`src/rtl/pe_fork_multi.sv`:
```
// pe_fork_multi: join-compute-fork processing element.
//
// Joins NUM_OUT+1 valid/ready input streams (input 0 is the shared operand a,
// input k+1 is lane k's private operand b_k), computes r_k = a OP_k b_k for
// every lane and pushes each result into that lane's FIFO. Each lane FIFO
// drains independently through its own valid/ready output.
//
// Ports:
//   clk, rst     clock (rising edge) and synchronous active-high reset
//   in_valid     per-input valid, bit 0 = operand a
//   in_ready     per-input ready (all bits equal: join is all-or-nothing)
//   in_data      input i at [i*DATA_WIDTH +: DATA_WIDTH]
//   cfg_op       lane k op at [2k +: 2]: 00 ADD, 01 SUB, 10 AND, 11 XOR
//   out_valid    per-lane valid (lane FIFO not empty)
//   out_ready    per-lane ready
//   out_data     lane k head at [k*DATA_WIDTH +: DATA_WIDTH]
//   fire_count   number of joined tokens accepted since reset (wraps)
//
// Handshake: a transfer happens on a rising edge where valid && ready are
// both high. Valid never depends on ready; output data is held stable while
// valid is high and ready is low.
module pe_fork_multi #(
  parameter int DATA_WIDTH = 32,
  parameter int NUM_OUT    = 2,
  parameter int FIFO_DEPTH = 2,
  parameter int CNT_WIDTH  = 16
) (
  input  logic                              clk,
  input  logic                              rst,
  input  logic [NUM_OUT:0]                  in_valid,
  output logic [NUM_OUT:0]                  in_ready,
  input  logic [(NUM_OUT+1)*DATA_WIDTH-1:0] in_data,
  input  logic [NUM_OUT*2-1:0]              cfg_op,
  output logic [NUM_OUT-1:0]                out_valid,
  input  logic [NUM_OUT-1:0]                out_ready,
  output logic [NUM_OUT*DATA_WIDTH-1:0]     out_data,
  output logic [CNT_WIDTH-1:0]              fire_count
);

  localparam int PTR_W = (FIFO_DEPTH > 1) ? $clog2(FIFO_DEPTH) : 1;
  localparam int OCC_W = $clog2(FIFO_DEPTH + 1);

  logic [NUM_OUT-1:0]   lane_not_full;
  logic                 fire;
  logic [CNT_WIDTH-1:0] fire_cnt_d, fire_cnt_q;

  // A full lane blocks the join even if it is being popped this cycle:
  // there is deliberately no full-and-pop bypass.
  assign fire       = !rst && (&in_valid) && (&lane_not_full);
  assign in_ready   = {(NUM_OUT+1){fire}};
  assign fire_count = fire_cnt_q;

  always_comb begin
    fire_cnt_d = fire_cnt_q;
    if (fire) fire_cnt_d = fire_cnt_q + 1'b1;
  end

  always_ff @(posedge clk) begin
    if (rst) fire_cnt_q <= '0;
    else     fire_cnt_q <= fire_cnt_d;
  end

  for (genvar k = 0; k < NUM_OUT; k++) begin : g_lane
    logic [DATA_WIDTH-1:0] op_a, op_b, result;
    logic [1:0]            op_sel;
    logic                  push, pop;
    logic [DATA_WIDTH-1:0] mem_d [FIFO_DEPTH];
    logic [DATA_WIDTH-1:0] mem_q [FIFO_DEPTH];
    logic [PTR_W-1:0]      wr_ptr_d, wr_ptr_q, rd_ptr_d, rd_ptr_q;
    logic [OCC_W-1:0]      occ_d, occ_q;

    assign op_a   = in_data[0 +: DATA_WIDTH];
    assign op_b   = in_data[(k+1)*DATA_WIDTH +: DATA_WIDTH];
    assign op_sel = cfg_op[2*k +: 2];

    // Op is applied at the fire cycle; the FIFO stores finished results,
    // so later cfg_op changes cannot alter queued entries.
    always_comb begin
      result = '0;
      case (op_sel)
        2'b00:   result = op_a + op_b;
        2'b01:   result = op_a - op_b;
        2'b10:   result = op_a & op_b;
        default: result = op_a ^ op_b;
      endcase
    end

    assign lane_not_full[k] = (occ_q != OCC_W'(FIFO_DEPTH));
    assign out_valid[k]     = (occ_q != '0);
    assign out_data[k*DATA_WIDTH +: DATA_WIDTH] = mem_q[rd_ptr_q];

    assign push = fire;
    assign pop  = out_valid[k] && out_ready[k];

    always_comb begin
      mem_d    = mem_q;
      wr_ptr_d = wr_ptr_q;
      rd_ptr_d = rd_ptr_q;
      occ_d    = occ_q;
      if (push) begin
        mem_d[wr_ptr_q] = result;
        wr_ptr_d = (wr_ptr_q == PTR_W'(FIFO_DEPTH - 1)) ? '0 : wr_ptr_q + 1'b1;
      end
      if (pop) begin
        rd_ptr_d = (rd_ptr_q == PTR_W'(FIFO_DEPTH - 1)) ? '0 : rd_ptr_q + 1'b1;
      end
      case ({push, pop})
        2'b10:   occ_d = occ_q + 1'b1;
        2'b01:   occ_d = occ_q - 1'b1;
        default: occ_d = occ_q;
      endcase
    end

    always_ff @(posedge clk) begin
      if (rst) begin
        wr_ptr_q <= '0;
        rd_ptr_q <= '0;
        occ_q    <= '0;
      end else begin
        wr_ptr_q <= wr_ptr_d;
        rd_ptr_q <= rd_ptr_d;
        occ_q    <= occ_d;
      end
    end

    // Storage needs no reset: occupancy alone decides what is visible.
    always_ff @(posedge clk) begin
      mem_q <= mem_d;
    end
  end

endmodule

```
`config.mk`:
```
export PLATFORM = sky130hd
export DESIGN_NAME = pe_fork_multi
export DESIGN_NICKNAME = d
export VERILOG_FILES = /design/src/rtl/pe_fork_multi.sv
export SDC_FILE = /design/constraint.sdc
export NUM_CORES = 1
export LEC_CHECK = 0
export BUFFER_PORTS_ARGS = -buffer_cell sky130_fd_sc_hd__buf_2
export CORE_UTILIZATION = 63
export CTS_CLUSTER_DIAMETER = 50
export DETAILED_ROUTE_END_ITERATION = 7
export GPL_ROUTABILITY_DRIVEN = 0
export PLACE_DENSITY_LB_ADDON = 0.08
export SLEW_MARGIN = 15
export SYNTH_ARGS = -nofsm -noshare
export SYNTH_HDL_FRONTEND = slang
export SYNTH_SLANG_ARGS = --single-unit
```
`constraint.sdc`:
```
create_clock -name clk -period 12.5 [get_ports clk]
set_input_delay 2.5 -clock clk [delete_from_list [all_inputs] [get_ports clk]]
set_output_delay 2.5 -clock clk [all_outputs]
set_load 0.005 [all_outputs]
```
; ---- Word-level counts from Yosys, hierarchy flattened
; Cells that the tools add are included.
[word_totals]
reg_bits = 152
inputBits = 107
out_inout_bits = 85
wordCells = 83
[op_classes]
addsub = 13
magnitude_cmp = 6
eq_ne = 10
n_mux = 20
bitwise = 8
n_reduce_logical = 15
[ops]
columns = cell, n
row1 = 32-bit 2-to-1 mux, 8
row2 = 32-bit case mux with 3 select lines, 2
row3 = 64-bit bitwise mux, 2
row4 = 32-bit adder, 2
row5 = 32-bit bitwise AND, 2
row6 = 32-bit demux with 1-bit select, 2
row7 = 32-bit subtractor, 2
row8 = 32-bit bitwise XOR, 2
row9 = 16-bit by 1-bit adder with 16-bit output (second input constant), 1
row10 = 2-bit by 1-bit equality test with 1-bit output (second input constant), 4
row11 = 2-bit equality test (second input constant), 4
row12 = 2-bit >= comparator (second input constant), 4
row13 = 1-bit NOT with 2-bit output, 4
row14 = 2-bit case mux with 2 select lines, 2
row15 = 2-bit nonzero test, 4
row16 = 1-bit logical AND, 6
row17 = 1-bit adder (second input constant), 4
row18 = 2-bit by 1-bit adder with 2-bit output (second input constant), 2
row19 = 2-bit zero test, 2
row20 = 2-bit by 1-bit < comparator with 1-bit output (second input constant), 2
row21 = 1-bit 2-to-1 mux, 4
row22 = 2-bit != test (second input constant), 2
row23 = 2-bit by 1-bit subtractor with 2-bit output (second input constant), 2
row24 = 3-bit AND reduction, 1
row25 = other kinds (2), 2

; ---- Logic depth before layout (Yosys ltp)
; Gate-level depths: netlist of run 1.
[logic_depth]
word_depth = 6
ltp_mapped = 19

; ---- Worst setup path after synthesis of run 1
; No wires, ideal clock.
[synth_path]
path_kind = input -> register
startpoint = input in_data[38]
endpoint = register g_lane[0].mem_q[28] (netlist name), data pin
setup_time_ns = 0.184
t_arrival_ns = 6.004
required_time_ns = 12.316
setup_slack_ns = 6.312
stages = 13
cell_sequence = or4_1 or3_1 o41ai_1 xor2_1 ha_1 a21o_1 nand2b_1 a31oi_1 a21oi_1 a31oi_1 o41ai_1 mux2_2 a211oi_1
[synth_via]
elab_chain_len = 3
word_cells_on_any_way = 4
[synth_rtl]
columns = item, line
row1 = "start, declared", 32  ; input logic [(NUM_OUT+1)*DATA_WIDTH-1:0] in_data,
row2 = 32-bit subtractor or 32-bit adder (tied branches), "82, 81"
row3 = 32-bit case mux with 3 select lines (*), 80  ; case (op_sel)
row4 = net g_lane[0].result[28], 64  ; logic [DATA_WIDTH-1:0] op_a, op_b, result;
row5 = 64-bit bitwise mux (*), 101  ; mem_d[wr_ptr_q] = result;
row6 = "end signal, assigned", 128  ; mem_q <= mem_d;
row7 = "end, declared", 68  ; logic [DATA_WIDTH-1:0] mem_q [FIFO_DEPTH];
; Mark *: on every way through the listed nets, which the timed path passes. The rest lies on a longest branch.
; A chain may end at the register's enable or synchronous reset.

; ---- Worst setup path in the final report of run 1
[layout_path]
startpoint = input cfg_op[3]
endpoint = register g_lane[1].mem_q[29] (netlist name), data pin
[layout_via]
elab_chain_len = 3
word_cells_on_any_way = 5
[layout_rtl]
columns = item, line
row1 = "start, declared", 33  ; input logic [NUM_OUT*2-1:0] cfg_op,
row2 = "2-bit equality test, or another cell as far along", 80
row3 = 32-bit case mux with 3 select lines (*), 80
row4 = net g_lane[1].result[29], 64
row5 = 64-bit bitwise mux (*), 101
row6 = "end signal, assigned", 128
row7 = "end, declared", 68
; Marks and branches as above.

==> results.tsv, run 1 <==
stage	metric	value	unit
status	status	complete, no violations	
placement	DP Area	13600	sq um
global_route	largest net degree at the start of global routing	58	
die	Die Area	20300	sq um
synth	Synth top area share	30.8	%
worst_setup_path	delay of the slowest critical-path stage	0.64	ns
die	Die W	143	microns
cells_and_area	Layout area overhead	14.3	%
clocking	clock buffer depth	2	
run	Max-Cap Viols	0	
clocking	Clock Pin Slew Worst Setup and Hold Paths	0.07	ns
placement	IO buf count	191	
cells_and_area	final core utilization	73.4	%
detailed_routing	post-route ant nets	0	
global_route	initial antenna violation count	3	
detailed_routing	Vias/cell	6.17	
detailed_routing	vias post-DR	10700	
clocking	cts bufs inserted	17	
detailed_routing	Remaining DRCs	0	
sta	slew of the pin with the lowest slew margin	0.962	ns
clocking	root buffer cell	clkbuf_16	
synth	Mapped Nets	1521	
worst_setup_path	CP arrival	7.16	ns
synth	Avg Inst Size Synth	9.73	sq um
global_route	Tot GR Track Use	31.5	%
die	Rows	51	
cells_and_area	design area	14200	sq um
detailed_routing	met2 wire len	15.5	mm
clocking	CTS hold repair buffers	0	
synth	Yosys warning total	0	
worst_setup_path	worst-path fanout max	57	
die	Top Ports	192	
global_route	vias in the first global route	10000	
clocking	CTS tree	yes	
detailed_routing	total length of routed wires	31.9	mm
die	Core Region	19400	sq um
die	Die Ht	143	microns
sta	RSZ-0062 raised after global routing	false	
placement	DP Wirelength	23.7	mm
sta	Final Setup Violations	0	
clocking	Max H-tree Level	4	
detailed_routing	met3 routed WL	2.37	mm
synth	top post-synthesis cells by area	edfxtp_1, ha_1, mux2_2	
synth	largest family of logic cells by synthesized area	compound AO/OA/AOI/OAI gates	
min_path	Hold WC Path Type	flip-flop to flip-flop	
synth	Post-Synth Adder-Cell Area	13.5	%
sta	relative slew slack	35.8	%
worst_setup_path	top cell family by delay on the critical path	compound AO/OA/AOI/OAI gates	
cells_and_area	Final nets	1690	
clocking	Skew-Pair Late Insertion Delay	0.43	ns
worst_setup_path	Critical Path Source Type	primary input	
synth	Post-Synth XOR/XNOR Area	8.50	%
worst_setup_path	Critical Path RT	12.69	ns
sta	highest clock rate	143	MHz
synth	register area share after synthesis	34.7	%
synth	area leader, netlist	edfxtp_1	
placement	pre-CTS setup slack	5.24	ns
cells_and_area	FILL cells	1493	
cells_and_area	Register Area	4320	sq um
worst_setup_path	worst-path cell chain	buf_2 -> buf_4 -> inv_1 -> nand2_1 -> o21ai_0 -> inv_1 -> ha_1 -> nor2b_1 -> o31ai_1 -> a2111o_1 -> nand2_1 -> a31oi_1 -> o21ai_0 -> o311ai_0	
worst_setup_path	CP Capture Type	flip-flop	
worst_setup_path	worst path bufs/invs	4	
synth	Cells after Synth	1281	
power_and_ir_drop	Tot Pwr	1.62	mW
sta	Final Hold Viols	0	
clocking	CTS sink count	152	
worst_setup_path	Crit Path Class	primary input to flip-flop	
cells_and_area	non-filler instance count after layout	1732	
die	initial core utilization	64.2	%
clocking	Post-CTS Setup Bufs	0	
cells_and_area	share of cells above drive strength 1	22.9	%
synth	FF+latch count, synth	152	
synth	Synth cell types	69	
sta	Final WS setup	5.53	ns
detailed_routing	first-iteration detailed-routing DRC count	817	
sta	final period utilization	55.8	%
synth	Compound-Gate Fraction of Synth Area	16.6	%
sta	hold slack	0.502	ns
detailed_routing	DRT met1 WL	13.0	mm
detailed_routing	WL/cell	18.4	microns
synth	Top FF cell, synth	edfxtp_1	
cells_and_area	Multi-input gate area	7850	sq um
power_and_ir_drop	Power Density	114	nW/um^2
placement	placed insts	1696	
sta	clock skew	0.00837	ns
detailed_routing	uppermost layer routed	met5	
synth	ys async rst share	0	%
synth	number of flops mapped to enable cells by yosys	128	
clocking	post_cts resized	0	
synth	Synth Cell Area	12500	sq um
worst_setup_path	slowest cell on the critical path	nand2_1	
global_route	GRT overflow	0	
power_and_ir_drop	P_leak	5.95	nW
sta	Final Max Tran Viols	0	
power_and_ir_drop	VDD IR max	100	uV
detailed_routing	DR pass1 iterations	5	
synth	simple-gate portion of the synthesized area	13.8	%
global_route	first-pass GRT wire length	49.7	mm
synth	mux contribution to synthesized area	10.6	%
sta	setup TNS	0	ns
sta	Tmin final	6.97	ns
## sequential cells by signal, indices dropped and copies added, names as in the netlist
register,flops
g_lane.rd_ptr_q,2
g_lane.mem_q,128
g_lane.wr_ptr_q,2
g_lane.occ_q,4
fire_count,16
## cells in the mapped netlist (12+ instances only)
cell / count
mux2_2: 86
and3_1: 16
o211ai_1: 12
ha_1: 131
nor2_1: 104
dfxtp_1: 24
nand2_1: 90
mux2i_1: 35
a21o_1: 32
clkbuf_1: 41
xnor2_1: 67
o21ai_0: 78
nor3_1: 16
nand3_1: 23
edfxtp_1: 128
o31ai_1: 16
inv_1: 22
xor2_1: 54
nand2b_1: 32
a21oi_1: 105
## cells in the final DEF, fill, tap and decap left out, types with 16 or more instances in the layout
cell / n
buf_2: 191
ha_1: 131
edfxtp_1: 128
a21oi_1: 105
nor2_1: 102
nand2_1: 90
mux2_2: 86
o21ai_0: 78
xnor2_1: 67
xor2_1: 54
mux2i_1: 35
a21o_1: 32
nand2b_1: 32
dfxtp_1: 24
nand3_1: 23
inv_1: 22
clkbuf_16: 17
nor3_1: 16
o31ai_1: 16
and3_1: 16
## routing by layer
metal / up-vias / GRT usage [%]
met2: 487 / 54.0
li1: 5126 / -
met1: 4975 / 38.5
met5: - / 0
met3: 88 / 6.00
met4: 2 / 13.8
## worst min-delay path: stages (launching register included)
cell and delay, ns:
dfxtp_1 0.32, o21ai_0 0.07, a21oi_1 0.06
## cells by family (layout without fill, tap and decap cells)
family	count (synthesis)	count (layout)
simple gates	353	353
flops	152	152
xor+xnor	121	121
compound gates	327	327
fa+ha+maj	133	133
buf+inv	74	256
mux	121	121
other cells	0	4
## path summary, 6_finish.rpt
| path | to | slack [ns] | start | depth (start not counted) |
|---|---|---|---|---|
| worst min-delay path | fire_count[5]$_SDFFE_PP0P_ | 0.50 | fire_count[5]$_SDFFE_PP0P_ | 2 |
| worst max register to register | g_lane[1].occ_q[1]$_SDFFE_PP0P_ | 10.00 | g_lane[0].occ_q[0]$_SDFFE_PP0P_ | 7 |
| worst min register to register | fire_count[5]$_SDFFE_PP0P_ | 0.50 | fire_count[5]$_SDFFE_PP0P_ | 2 |
| worst max-delay path | g_lane[1].mem_q[29]$_DFFE_PP_ | 5.53 | cfg_op[3] | 14 |
## power breakdown
part           leakage, nW  internal (mW)  total, mW  switching [mW]
Sequential            1.35          0.579      0.582         0.00334
Clock                0.285          0.316      0.532           0.216
Combinational         4.31          0.213      0.506           0.292
Total                 5.95           1.11       1.62           0.511
## area by class of cell
type                    count  area share [%]
multi-input cells        1055            55.1
flip-flops and latches    152            30.4
repair buffers            202            7.29
clock buffers              19            3.04
well taps                 265            2.33
clock inverters            13            1.20
inverters                  22           0.580
diodes                      4          0.0703
(Power assumes the default switching activity.)
==> run 2: changes to the inputs <==
Settings changed: CORE_UTILIZATION 63 to 53.
Clock period 12.5 ns to 6 ns, I/O delays scaled along.
==> run 2 against run 1 <==
Compared with the run above:
- non-clock buffer count grew 8
- clock power grew 120%
- clock skew grew 0.0019 ns
- via count shrank 1.0%
- die area grew 19%
- register-to-register slack lost 6.3 ns
- highest routed layer unchanged
- critical path depth is the same
- sequential share of layout area shrank 0.31 points
- sequential power grew 110%
- worst setup slack lost 4.7 ns
- clock-buffer cell count grew 1
==> results.tsv, run 2 (synthesized netlist as in run 1, its figures left out) <==
stage	metric	value	unit
worst_setup_path	CP Capture Type	flip-flop	
sta	hold slack	0.502	ns
power_and_ir_drop	Tot Pwr	3.42	mW
clocking	Max H-tree Level	4	
clocking	cts bufs inserted	17	
clocking	Post-CTS Setup Bufs	0	
global_route	vias in the first global route	9630	
status	status	complete, no violations	
worst_setup_path	CP arrival	5.41	ns
sta	setup TNS	0	ns
sta	Final Setup Violations	0	
global_route	GRT overflow	0	
run	Max-Cap Viols	0	
worst_setup_path	slowest cell on the critical path	or4_1	
sta	Final Max Tran Viols	0	
power_and_ir_drop	sequential power share	35.5	%
detailed_routing	Remaining DRCs	0	
placement	IO buf count	191	
placement	DP Wirelength	25.3	mm
power_and_ir_drop	Switching Fraction	32.5	%
detailed_routing	Vias/cell	5.91	
cells_and_area	Final nets	1698	
die	Die Area	24100	sq um
worst_setup_path	Crit Path Class	primary input to flip-flop	
sta	Final Hold Viols	0	
detailed_routing	post-route ant nets	0	
clocking	CTS sink count	152	
sta	relative slew slack	32.8	%
clocking	CTS tree	yes	
worst_setup_path	flop2flop setup slack	3.67	ns
power_and_ir_drop	Power Internal	2.31	mW
cells_and_area	commonest non-fill, non-tap cell in the layout	buf_2	
power_and_ir_drop	Logic pwr share	30.8	%
detailed_routing	vias post-DR	10600	
power_and_ir_drop	VDD IR max	179	uV
worst_setup_path	top cell family by delay on the critical path	compound AO/OA/AOI/OAI gates	
cells_and_area	most frequent cells in the layout	buf_2, ha_1, edfxtp_1	
detailed_routing	DR pass1 iterations	5	
power_and_ir_drop	NetSw	1.11	mW
global_route	largest net degree at the start of global routing	54	
sta	Tmin final	5.17	ns
sta	RSZ-0062 raised after global routing	false	
clocking	root buffer cell	clkbuf_16	
die	Core Region	22800	sq um
worst_setup_path	worst-path fanout max	6	
clocking	post_cts resized	0	
worst_setup_path	worst path bufs/invs	1	
power_and_ir_drop	Clk pwr share	33.6	%
sta	clock skew	0.0103	ns
clocking	Skew-Pair Late Insertion Delay	0.43	ns
detailed_routing	total length of routed wires	33.1	mm
global_route	initial antenna violation count	8	
die	Die W	155	microns
global_route	Tot GR Track Use	27.3	%
worst_setup_path	Critical Path RT	6.24	ns
worst_setup_path	delay of the slowest critical-path stage	0.57	ns
worst_setup_path	worst-path cell chain	buf_2 -> or4_1 -> or3_1 -> o41ai_1 -> xor2_1 -> ha_1 -> a21o_1 -> nand2b_1 -> a31oi_1 -> a21oi_1 -> a31oi_1 -> o41ai_1 -> mux2_2 -> a211oi_1	
sta	highest clock rate	193	MHz
power_and_ir_drop	P_leak	6.02	nW
sta	final period utilization	86.2	%
cells_and_area	max FFs per register	128	
global_route	first-pass GRT wire length	50.8	mm
die	Top Ports	192	
sta	slew of the pin with the lowest slew margin	1.01	ns
cells_and_area	Layout area overhead	15.4	%
detailed_routing	WL/cell	18.5	microns
cells_and_area	share of cells above drive strength 1	23.4	%
power_and_ir_drop	Power Density	238	nW/um^2
clocking	CTS hold repair buffers	0	
clocking	Clock Pin Slew Worst Setup and Hold Paths	0.07	ns
detailed_routing	first-iteration detailed-routing DRC count	775	
cells_and_area	Largest Register	g_lane.mem_q	
worst_setup_path	Critical Path Source Type	primary input	
min_path	Hold WC Path Type	flip-flop to flip-flop	
die	initial core utilization	54.5	%
die	Die Ht	155	microns
clocking	clock buffer depth	2	
die	Rows	55	
run 2: worst paths after layout:
check | from | to | cells after the start
min | g_lane[1].occ_q[1]$_SDFFE_PP0P_ | g_lane[1].occ_q[1]$_SDFFE_PP0P_ | 2
max reg2reg | g_lane[0].occ_q[0]$_SDFFE_PP0P_ | g_lane[0].occ_q[1]$_SDFFE_PP0P_ | 7
min reg2reg | g_lane[1].occ_q[1]$_SDFFE_PP0P_ | g_lane[1].occ_q[1]$_SDFFE_PP0P_ | 2
max | in_data[36] | g_lane[0].mem_q[60]$_DFFE_PP_ | 14
run 2: area by class of cell:
class	count	area (sq um)
multi-input cells	1055	7850
flip-flops and latches	152	4320
clock buffers	20	489
diodes	6	15.0
fillers	1958	8460
clock inverters	12	139
well taps	313	392
inverters	22	82.6
repair buffers	210	1100
run 2: through the flow:
step	util [%]	worst slack [ns]	instances	cell area, sq um
after floorplan	-	1.11	1281	12500
after global placement	60.1	0.593	1752	13700
after detailed placement	60.1	0.445	1752	13700
after CTS	62.9	0.875	1784	14400
after global routing	62.9	0.530	1785	14400
final	63.0	0.829	1790	14400
run 2: worst reg2reg max path, delay by kind of cell, from the launching register on:
| family | cells | cell delay [ns] |
|---|---|---|
| AO/OA/AOI/OAI | 2 | 0.60 |
| adder cells (fa/ha/maj) | 1 | 0.37 |
| buffers and inverters | 3 | 0.54 |
| flip-flops | 1 | 0.39 |
| AND/OR/NAND/NOR | 1 | 0.35 |
run 2: layer usage:
layer	routed length, microns	GRT usage, %	up-vias
met3	2310	5.15	54
met5	51	0	-
met2	15800	45.4	388
met4	710	8.64	8
met1	14300	35.8	4965
li1	-	-	5156
run 2: power groups by stage:
stage / registers (mW) / clock network (mW) / logic (mW)
after floorplan: 1.23 / 0 / 0.740
after global placement: 1.24 / 0 / 1.02
after detailed placement: 1.24 / 0 / 1.04
after CTS: 1.21 / 1.17 / 1.05
after global routing: 1.22 / 1.21 / 1.16
final: 1.21 / 1.15 / 1.05
==> run 3: changes to the inputs <==
Settings changed: BUFFER_PORTS_ARGS -buffer_cell sky130_fd_sc_hd__buf_2 to -buffer_cell sky130_fd_sc_hd__buf_4.
==> run 3 against run 2 <==
Compared with the run above:
- global-route usage grew 0.29 points
- via count up 0.67%
- wire length hardly changed
- sequential power barely moved
==> results.tsv, run 3 (synthesized netlist as in run 1, its figures left out) <==
stage	metric	value	unit
detailed_routing	DR pass1 iterations	8	
global_route	GR Layer Usage met2	46.0	%
placement	placed insts	1753	
worst_setup_path	CP Capture Type	flip-flop	
worst_setup_path	worst path bufs/invs	1	
sta	Final Hold Viols	0	
cells_and_area	Layout area overhead	19.0	%
clocking	CTS tree	yes	
power_and_ir_drop	Power Density	229	nW/um^2
clocking	Post-CTS Setup Bufs	0	
global_route	GRT overflow	0	
die	Die Ht	155	microns
detailed_routing	Remaining DRCs	0	
detailed_routing	vias post-DR	10600	
clocking	clock buffer depth	2	
worst_setup_path	CP arrival	5.39	ns
worst_setup_path	Crit Path Class	primary input to flip-flop	
sta	Final Max Tran Viols	0	
clocking	Skew-Pair Late Insertion Delay	0.44	ns
global_route	GRT busiest layer	met2	
clocking	CTS sink count	152	
die	Die W	155	microns
sta	final period utilization	85.8	%
global_route	GR Util met3	4.87	%
power_and_ir_drop	Logic pwr share	32.5	%
placement	IO buf count	191	
worst_setup_path	Critical Path Most Common Cell	a21oi_1	
sta	highest clock rate	194	MHz
detailed_routing	Vias/cell	5.96	
placement	DP Wirelength	25.4	mm
min_path	Hold WC Path Type	flip-flop to flip-flop	
cells_and_area	Largest Register	g_lane.mem_q	
clocking	Max H-tree Level	4	
clocking	post_cts resized	0	
cells_and_area	commonest non-fill, non-tap cell in the layout	buf_4	
power_and_ir_drop	sequential power share	35.7	%
die	Rows	55	
worst_setup_path	worst-path cell chain	buf_4 -> or4_1 -> or3_1 -> o21ai_0 -> xor2_1 -> ha_1 -> and3_1 -> a21boi_0 -> a21oi_1 -> a21oi_1 -> a31oi_1 -> o41ai_1 -> mux2_2 -> a211oi_1	
detailed_routing	WL/cell	18.5	microns
clocking	cts bufs inserted	17	
die	Core Region	22800	sq um
global_route	met1 usage	35.2	%
worst_setup_path	Critical Path Source Type	primary input	
sta	Tmin final	5.15	ns
cells_and_area	most frequent cells in the layout	buf_4, ha_1, edfxtp_1	
cells_and_area	non-filler instance count after layout	1785	
worst_setup_path	delay of the slowest critical-path stage	0.59	ns
global_route	largest net degree at the start of global routing	54	
cells_and_area	final core utilization	64.9	%
global_route	initial antenna violation count	1	
clocking	root buffer cell	clkbuf_16	
worst_setup_path	top cell family by delay on the critical path	compound AO/OA/AOI/OAI gates	
sta	Final Setup Violations	0	
sta	slew of the pin with the lowest slew margin	0.764	ns
sta	RSZ-0062 raised after global routing	false	
sta	relative slew slack	47.8	%
die	Top Ports	192	
cells_and_area	share of cells above drive strength 1	23.4	%
power_and_ir_drop	VDD IR max	158	uV
global_route	first-pass GRT wire length	51.6	mm
die	Die Area	24100	sq um
cells_and_area	Final nets	1699	
cells_and_area	max FFs per register	128	
power_and_ir_drop	NetSw	1.14	mW
status	status	complete, no violations	
global_route	vias in the first global route	10100	
detailed_routing	first-iteration detailed-routing DRC count	863	
sta	clock skew	0.0136	ns
clocking	CTS hold repair buffers	0	
worst_setup_path	worst-path fanout max	5	
run	Max-Cap Viols	0	
detailed_routing	total length of routed wires	33.1	mm
die	initial core utilization	54.5	%
worst_setup_path	Critical Path RT	6.24	ns
worst_setup_path	slowest cell on the critical path	or4_1	
power_and_ir_drop	Switching Fraction	33.5	%
detailed_routing	post-route ant nets	0	
power_and_ir_drop	P_leak	6.15	nW
sta	setup TNS	0	ns
clocking	Clock Pin Slew Worst Setup and Hold Paths	0.07	ns
cells_and_area	antenna diode count	0	
power_and_ir_drop	Power Internal	2.26	mW
global_route	Tot GR Track Use	27.6	%
power_and_ir_drop	Clk pwr share	31.8	%
[run 3: metal layers]
layer / part of all wire [%] / up-vias
met5: 0.039 / -
met3: 6.4 / 82
met1: 42 / 5022
met4: 3.4 / 2
met2: 48 / 394
li1: - / 5142
[run 3: worst min-delay path, stage by stage, from the launching register on]
cell and delay, ns:
dfxtp_1 0.33, o21ai_0 0.07, a21oi_1 0.06
[run 3: cell type report]
| type | count | area [sq um] |
|---|---|---|
| clock buffers | 17 | 425 |
| clock inverters | 15 | 174 |
| fillers | 1928 | 8020 |
| inverters | 22 | 82.6 |
| multi-input cells | 1055 | 7850 |
| flip-flops and latches | 152 | 4320 |
| well taps | 313 | 392 |
| repair buffers | 211 | 1580 |
[run 3: power groups by stage]
stage | clock network (mW) | registers (mW) | logic (mW)
global placement | 0 | 1.23 | 1.07
floorplan | 0 | 1.23 | 0.740
finish | 1.08 | 1.21 | 1.10
CTS | 1.10 | 1.21 | 1.10
detailed placement | 0 | 1.24 | 1.09
global route | 1.15 | 1.21 | 1.22
[run 3: path summary, 6_finish.rpt]
kind	from	end	slack, ns	depth (start not counted)
hold / removal	fire_count[5]$_SDFFE_PP0P_	fire_count[5]$_SDFFE_PP0P_	0.50	2
setup reg to reg	g_lane[0].occ_q[0]$_SDFFE_PP0P_	g_lane[0].occ_q[1]$_SDFFE_PP0P_	3.66	7
hold reg to reg	fire_count[5]$_SDFFE_PP0P_	fire_count[5]$_SDFFE_PP0P_	0.50	2
setup / recovery	in_data[38]	g_lane[0].mem_q[28]$_DFFE_PP_	0.85	14
[run 3: metrics by stage]
step	hold slack, ns	cell area, sq um	setup WS, ns	power (mW)
2_1_floorplan	0.466	12500	1.11	1.97
3_3_place_gp	0.478	14200	0.584	2.30
3_5_place_dp	0.494	14200	0.513	2.32
4_1_cts	0.503	14800	0.935	3.41
5_1_grt	0.544	14800	0.512	3.58
6_report	0.504	14800	0.849	3.40
